===== src/rtl/muldiv_sequencer.sv =====
// Iterative multiply/divide unit for the EX stage. MULT/MULTU use LSB-first
// shift-add and DIV/DIVU use MSB-first restoring division, both over WIDTH
// iterations. A sign fix-up pass follows, then a single DONE cycle commits
// the result to HI/LO. The unit holds the pipeline stalled until the result
// is committed.
module muldiv_sequencer #(
  parameter int unsigned WIDTH = 32
) (
  input  logic             clock,
  input  logic             resetn,
  input  logic             start,
  input  logic [1:0]       op,
  input  logic [WIDTH-1:0] srcA,
  input  logic [WIDTH-1:0] srcB,
  input  logic             flush,
  output logic             stall,
  output logic             busy,
  output logic             done,
  output logic             div_by_zero,
  output logic [WIDTH-1:0] hi,
  output logic [WIDTH-1:0] lo
);

  localparam int unsigned CntW = (WIDTH > 1) ? $clog2(WIDTH) : 1;

  typedef enum logic [1:0] {StIdle, StRun, StFixup, StDone} state_e;

  state_e           state_q;
  logic [CntW-1:0]  cnt_q;
  logic             is_div_q;
  logic             neg_lo_q;   // product sign (mult) or quotient sign (div)
  logic             neg_hi_q;   // product sign (mult) or remainder sign (div)
  logic             dbz_q;
  logic [WIDTH-1:0] opnd_q;     // |multiplicand| or |divisor|
  logic [WIDTH-1:0] acc_hi_q;   // product high half or partial remainder
  logic [WIDTH-1:0] acc_lo_q;   // multiplier/product low half or dividend/quotient
  logic [WIDTH-1:0] hi_q;
  logic [WIDTH-1:0] lo_q;
  logic             done_q;
  logic             dbz_out_q;
  logic             busy_q;

  logic             sign_a;
  logic             sign_b;
  logic [WIDTH-1:0] abs_a;
  logic [WIDTH-1:0] abs_b;
  logic [WIDTH:0]   mul_sum;
  logic [WIDTH:0]   div_shift;
  logic [WIDTH-1:0] div_sub;
  logic             div_ok;
  logic [WIDTH-1:0] iter_hi;
  logic [WIDTH-1:0] iter_lo;
  logic [2*WIDTH-1:0] prod_neg;
  logic [WIDTH-1:0] fix_hi;
  logic [WIDTH-1:0] fix_lo;

  // Operand magnitudes; only the signed ops (op[0]=1) take an absolute value.
  // The most negative value maps onto itself and is treated as unsigned.
  always_comb begin
    sign_a = op[0] & srcA[WIDTH-1];
    sign_b = op[0] & srcB[WIDTH-1];
    abs_a  = sign_a ? (~srcA + 1'b1) : srcA;
    abs_b  = sign_b ? (~srcB + 1'b1) : srcB;
  end

  // One shift-add or restoring-divide step on the accumulator pair.
  always_comb begin
    mul_sum   = {1'b0, acc_hi_q} + ({1'b0, opnd_q} & {(WIDTH+1){acc_lo_q[0]}});
    div_shift = {acc_hi_q, acc_lo_q[WIDTH-1]};
    div_ok    = (div_shift >= {1'b0, opnd_q});
    // When the trial succeeds the difference is below the divisor, so it fits in WIDTH bits.
    div_sub   = div_shift[WIDTH-1:0] - opnd_q;
    if (is_div_q) begin
      iter_hi = div_ok ? div_sub : div_shift[WIDTH-1:0];
      iter_lo = {acc_lo_q[WIDTH-2:0], div_ok};
    end else begin
      iter_hi = mul_sum[WIDTH:1];
      iter_lo = {mul_sum[0], acc_lo_q[WIDTH-1:1]};
    end
  end

  // Sign fix-up of the unsigned result. With a zero divisor the restoring loop
  // leaves |A| as the remainder and all ones as the quotient. Applying the
  // remainder sign restores raw srcA, and the quotient is left as all ones.
  always_comb begin
    prod_neg = ~{acc_hi_q, acc_lo_q} + 1'b1;
    if (is_div_q) begin
      fix_hi = neg_hi_q ? (~acc_hi_q + 1'b1) : acc_hi_q;
      fix_lo = (neg_lo_q && !dbz_q) ? (~acc_lo_q + 1'b1) : acc_lo_q;
    end else if (neg_lo_q) begin
      fix_hi = prod_neg[2*WIDTH-1:WIDTH];
      fix_lo = prod_neg[WIDTH-1:0];
    end else begin
      fix_hi = acc_hi_q;
      fix_lo = acc_lo_q;
    end
  end

  // Sequencer FSM with registered busy/done/div_by_zero and the HI/LO result registers.
  always_ff @(posedge clock or negedge resetn) begin
    if (!resetn) begin
      state_q   <= StIdle;
      cnt_q     <= '0;
      is_div_q  <= 1'b0;
      neg_lo_q  <= 1'b0;
      neg_hi_q  <= 1'b0;
      dbz_q     <= 1'b0;
      opnd_q    <= '0;
      acc_hi_q  <= '0;
      acc_lo_q  <= '0;
      hi_q      <= '0;
      lo_q      <= '0;
      done_q    <= 1'b0;
      dbz_out_q <= 1'b0;
      busy_q    <= 1'b0;
    end else begin
      done_q    <= 1'b0;
      dbz_out_q <= 1'b0;
      unique case (state_q)
        StIdle: begin
          if (start && !flush) begin
            is_div_q <= op[1];
            neg_lo_q <= sign_a ^ sign_b;
            neg_hi_q <= op[1] ? sign_a : (sign_a ^ sign_b);
            dbz_q    <= op[1] & ~|srcB;
            opnd_q   <= op[1] ? abs_b : abs_a;
            acc_lo_q <= op[1] ? abs_a : abs_b;
            acc_hi_q <= '0;
            cnt_q    <= '0;
            busy_q   <= 1'b1;
            state_q  <= StRun;
          end
        end
        StRun: begin
          if (flush) begin
            busy_q  <= 1'b0;
            state_q <= StIdle;
          end else begin
            acc_hi_q <= iter_hi;
            acc_lo_q <= iter_lo;
            cnt_q    <= cnt_q + 1'b1;
            if (cnt_q == CntW'(WIDTH - 1)) begin
              state_q <= StFixup;
            end
          end
        end
        StFixup: begin
          busy_q <= 1'b0;
          if (flush) begin
            state_q <= StIdle;
          end else begin
            hi_q      <= fix_hi;
            lo_q      <= fix_lo;
            done_q    <= 1'b1;
            dbz_out_q <= dbz_q;
            state_q   <= StDone;
          end
        end
        // Result is already committed; start and flush are both ignored here.
        StDone: begin
          state_q <= StIdle;
        end
        default: begin
          state_q <= StIdle;
        end
      endcase
    end
  end

  // Stall is combinational in IDLE so the issuing instruction freezes in EX at once.
  // It is forced low while reset is held.
  always_comb begin
    stall = resetn & (((state_q == StIdle) & start & ~flush) | busy_q);
  end

  assign busy        = busy_q;
  assign done        = done_q;
  assign div_by_zero = dbz_out_q;
  assign hi          = hi_q;
  assign lo          = lo_q;

endmodule


===== config.mk =====
export PLATFORM = sky130hd
export DESIGN_NAME = muldiv_sequencer
export DESIGN_NICKNAME = d
export VERILOG_FILES = /design/src/rtl/muldiv_sequencer.sv
export SDC_FILE = /design/constraint.sdc
export NUM_CORES = 1
export LEC_CHECK = 0
export CAP_MARGIN = 30
export CORE_AREA = 2 2 160 162
export DETAILED_ROUTE_END_ITERATION = 8
export DIE_AREA = 0 0 162 164
export HOLD_SLACK_MARGIN = 0.02
export MAX_ROUTING_LAYER = met4
export PLACE_DENSITY_LB_ADDON = 0.15
export SYNTH_ARGS = -nofsm -noshare
export SYNTH_HDL_FRONTEND = slang
export SYNTH_SLANG_ARGS = --single-unit
export TNS_END_PERCENT = 10

===== constraint.sdc =====
create_clock -name clock -period 4.2 [get_ports clock]
set_clock_uncertainty 0.1 [all_clocks]
set_input_delay 1.05 -clock clock [delete_from_list [all_inputs] [get_ports clock]]
set_output_delay 1.05 -clock clock [all_outputs]
set_load 0.005 [all_outputs]

[Word level (Yosys, flattened, before mapping)]
Index checks and enable logic that the tools add are counted.
Operators by class
  multiplexer cells: 35
  magnitude comparators: 1
  reductions and logical operators: 14
  add/sub/neg operators: 8
  equal/unequal tests: 8
  bitwise logic cells: 15
Operators with widths (count)
  32-bit two-way mux: 17
  32-bit by 1-bit adder with 32-bit output, second input constant: 4
  32-bit inverter: 4
  32-bit case mux with 2 select lines: 2
  64-bit by 1-bit adder with 64-bit output, second input constant: 1
  64-bit inverter: 1
  32-bit by 33-bit adder with 33-bit output: 1
  32-bit by 33-bit bitwise AND with 33-bit output: 1
  33-bit by 32-bit greater-or-equal comparator with 1-bit output: 1
  32-bit OR reduction: 1
  32-bit subtractor: 1
  5-bit two-way mux: 2
  5-bit case mux with 2 select lines: 1
  2-bit two-way mux: 4
  2-bit case mux with 4 select lines: 1
  1-bit two-way mux: 7
  1-bit bitwise AND: 6
  2-bit != test, second input constant: 3
  2-bit AND reduction: 3
  3-bit AND reduction: 2
  5-bit by 1-bit adder with 5-bit output, second input constant: 1
  5-bit == test, second input constant: 1
  2-bit == test, second input constant: 2
  1-bit zero test: 3
  10 further kinds: 11
Storage, ports and cells
  output and inout bits: 68
  register bits: 174
  logic and storage cells: 95

[Longest topological paths before layout]
  depth in word-level cells: 6
  depth in mapped cells: 14

[Worst setup path before layout]
OpenSTA, ideal clock, no wires.
  path kind: input to register
  from: input port srcA[16]
  to: register acc_lo_q[30]
  arrival time: 3.196 ns
  data required time: 3.974 ns
  path slack: 0.778 ns
  cell stages on the path: 8
  library setup time: 0.126 ns
  cells stage by stage: or4_1 > or3_1 > nor4b_2 > nand2_1 > o41ai_1 > xor2_1 > a21oi_1 > a221o_1
On the way
  word-level cells in the longest chain between the ends: 6
RTL lines
  start: declaration: line 13  | input logic [WIDTH-1:0] srcA,
  32-bit inverter: line 62  | abs_a = sign_a ? (~srcA + 1'b1) : srcA;
  32-bit by 1-bit adder with 32-bit output: line 62
  32-bit two-way mux: line 62
  32-bit two-way mux: line 127  | acc_lo_q <= op[1] ? abs_a : abs_b;
  32-bit two-way mux: line 121  | if (start && !flush) begin
  32-bit case mux with 2 select lines: line 119  | unique case (state_q)
  end signal: assignment: line 127
  end signal: assignment: line 140  | acc_lo_q <= iter_lo;
  end: declaration: line 36  | logic [WIDTH-1:0] acc_lo_q;
Every way passes these cells. The select of a mux whose other input is x is not followed.
A chain may end at the register's enable or synchronous reset.

[Worst setup path in the final report]
  from: register acc_lo_q[0]
  to: register acc_hi_q[30]
On the way
  word-level cells in the longest chain between the ends: 5
RTL lines
  32-bit by 33-bit bitwise AND with 33-bit output: line 68  | mul_sum = {1'b0, acc_hi_q} + ({1'b0, opnd_q} & {(WIDTH+1){acc_lo_q[0]}});
  32-bit by 33-bit adder with 33-bit output: line 68
  32-bit two-way mux: line 73  | if (is_div_q) begin
  32-bit two-way mux: line 135  | if (flush) begin
  32-bit case mux with 2 select lines: line 119
  end signal: assignment: line 139  | acc_hi_q <= iter_hi;
  end: declaration: line 35  | logic [WIDTH-1:0] acc_hi_q;
Every way passes these cells. The select of a mux whose other input is x is not followed.

==> results_dict.tcl <==
set metrics [dict create \
    core_mm2 0.02482 \
    p_per_area_mw_per_mm2 760.0 \
    post-cts-setup-buffer-count 0 \
    dieArea_mm2 0.02657 \
    finalWirelength_um 49480 \
    arrival_ns 4.29 \
    yosys_warnings 0 \
    clkSinkCount 174 \
    setup.worst_path.start "acc_lo_q[0]" \
    period_share_pct 96.00 \
    max-clock-path-buffers 2 \
    report.final.slew_viol_count 0 \
    viasPerCell 6.445 \
    synth_area_leader_cell "dfrtp_1" \
    rows 58 \
    drtAntennaViolNets 0 \
    initialDrtViolationCount 1628 \
    setup_viol 0 \
    slew_headroom_pct 43.59 \
    max_freq_mhz 248.0 \
    grt_max_degree 68 \
    cts_tree "yes" \
    syn_inst 1836 \
    ys.flop_type "dfrtp_1" \
    worst-path-max-fanout 17 \
    grt_pass1_vias 13978 \
    async_reset_ff_share_pct 100.0 \
    dr.pass1.iters 6 \
    min_period_ns 4.032 \
    io_pins 138 \
    num-fill-cells 2098 \
    cts_hold_repair.buffers 0 \
    status "finished clean" \
    power_mw 12.97 \
    ir_worst_vdd_uv 580.7 \
    ctsHtreeMaxLevel 4 \
    synth-seq-cells 174 \
    synth_edf_count 0 \
    cts_resized 0 \
    antenna_found_initial 0 \
    syn-cell-area_mm2 0.01452 \
    synth_top_area_share_pct 29.99 \
    hp-start "hi[11]" \
    hp-class "flip-flop to flip-flop" \
    vias 14791 \
    initial_core_util_pct 58.50 \
    drive_gt1_share_pct 7.481 \
    die_h_um 164 \
    grt_overflow_total 0 \
    clkLatencyLatePin_ns 0.45 \
    reg2reg_from "acc_lo_q[0]" \
    num_antenna_cells 0 \
    hold_viol_final 0 \
    cp.required_ns 4.46 \
    nets 2098 \
    place_hpwl_um 38000 \
    yosysSeqAreaShare_pct 29.99 \
    worstSetupPathType "flip-flop to flip-flop" \
    synth_fp_nets 1982 \
    clk_transition_reported_paths_ns 0.09 \
    grt_pass1_wl_um 77180 \
    crit_path_end_kind "flip-flop" \
    cts-root-buf "clkbuf_16" \
    rsz0062_at_grt "false" \
    gp_congestion 0.9984 \
    grt_usage_pct 38.47 \
    fin_tns_setup_ns 0 \
    worst_pin_slew_ns 0.8462 \
    port_buffers 137 \
    cap_violations 0 \
    yosys.cell_types.count 76 \
    drc 0 \
    cp-start-kind "flip-flop" \
    synth_area_leaders "dfrtp_1 (30%), o21ai_0 (6.7%), ha_1 (6.4%), a21oi_1 (6.0%), nand2_1 (5.5%)" \
    cts_buffers 17 \
    synth.avg_cell_area_um2 7.908 \
    wl_per_cell_um 21.56 \
    leakagePower_nw 7.313 \
    die_x_um 162 \
    area_growth_pct 17.52 \
]
-- per-stage QoR --
step	instance area [um2]	cells	utilization (%)	setup slack [ns]	hold slack, ns
after floorplan	14520	1836	-	0.7777	0.3498
after global placement	16420	2263	66.16	0.1825	0.3596
after detailed placement	16420	2263	66.16	0.05295	0.3694
after CTS	17060	2295	68.75	0.3376	0.3883
after global routing	17060	2295	68.75	0.1123	0.4091
final	17060	2295	68.75	0.1680	0.3813
-- cell usage after synthesis (30+ instances only) --
library cell	n
nand2_1	213
o21ai_0	194
dfrtp_1	174
a21oi_1	173
nor2_1	168
xnor2_1	88
xor2_1	87
clkbuf_1	79
ha_1	74
inv_1	65
nor3_1	43
nand3_1	40
mux2i_1	37
a21o_1	31
a211oi_1	30
-- cell usage in the layout, fill, tap and decap left out, types with 43 or more instances in the layout --
cell type,count
nand2_1,213
o21ai_0,193
dfrtp_1,173
a21oi_1,172
nor2_1,167
clkdlybuf4s50_1,135
xnor2_1,88
xor2_1,87
ha_1,73
inv_1,65
buf_4,53
nor3_1,43
-- area by class of cell --
cell class	count	area [um2]	share of cell area, %
Inverter	67	251.5	1.474
Multi-Input combinational cell	1499	9574	56.11
Tap cell	330	412.9	2.420
Sequential cell	174	4355	25.53
Timing Repair Buffer	193	1826	10.70
Clock buffer	17	425.4	2.493
Clock inverter	15	217.7	1.276
-- per-layer routing --
layer	routed length, um	vias up	track usage, %
li1	-	6852	-
met4	1749	0	13.76
met2	22950	742	60.83
met5	0	-	-
met1	20490	7066	50.30
met3	4293	131	6.237
-- path summary, 6_finish.rpt --
check | end | slack [ns] | depth (start not counted)
worst min register to register | hi[11] | 0.38 | 2
worst max register to register | acc_hi_q[30] | 0.17 | 14
worst min-delay path | hi[11] | 0.38 | 2
min in group asynchronous | lo[14] | 0.68 | 2
max in group asynchronous | is_div_q | 1.97 | 3
worst max-delay path | acc_hi_q[30] | 0.17 | 14
-- critical path, cell delays in order, from the launching register on --
cell and delay, ns:
dfrtp_1 0.49, inv_1 0.40, buf_4 0.25, buf_4 0.24, nor2_1 0.08, ha_1 0.32, a21oi_1 0.21, o21ai_0 0.17
a211oi_1 0.34, o21ai_0 0.24, a21o_1 0.26, a21o_1 0.23, a311o_1 0.32, o211ai_1 0.11, a2bb2oi_1 0.18
-- logic make-up after synthesis --
kind of cell             synth area share [%]
AO/OA/AOI/OAI                           24.95
AND/OR/NAND/NOR                         19.18
XOR/XNOR                                10.56
flip-flops                              29.99
buffers and inverters                   4.257
adder cells (fa/ha/maj)                 6.653
multiplexers                            4.412
-- registers in the layout, summed over array words and instances, names as in the netlist, 2 cells and up --
signal / count
acc_hi_q: 32
state_q: 2
cnt_q: 5
opnd_q: 32
lo: 32
hi: 32
acc_lo_q: 32
-- power breakdown --
part / internal [mW] / switching [mW]
clock network: 0.840 / 0.909
registers: 2.12 / 0.733
logic: 3.27 / 5.09
total: 6.23 / 6.74
Note: power is estimated with default switching activity, not from simulation.
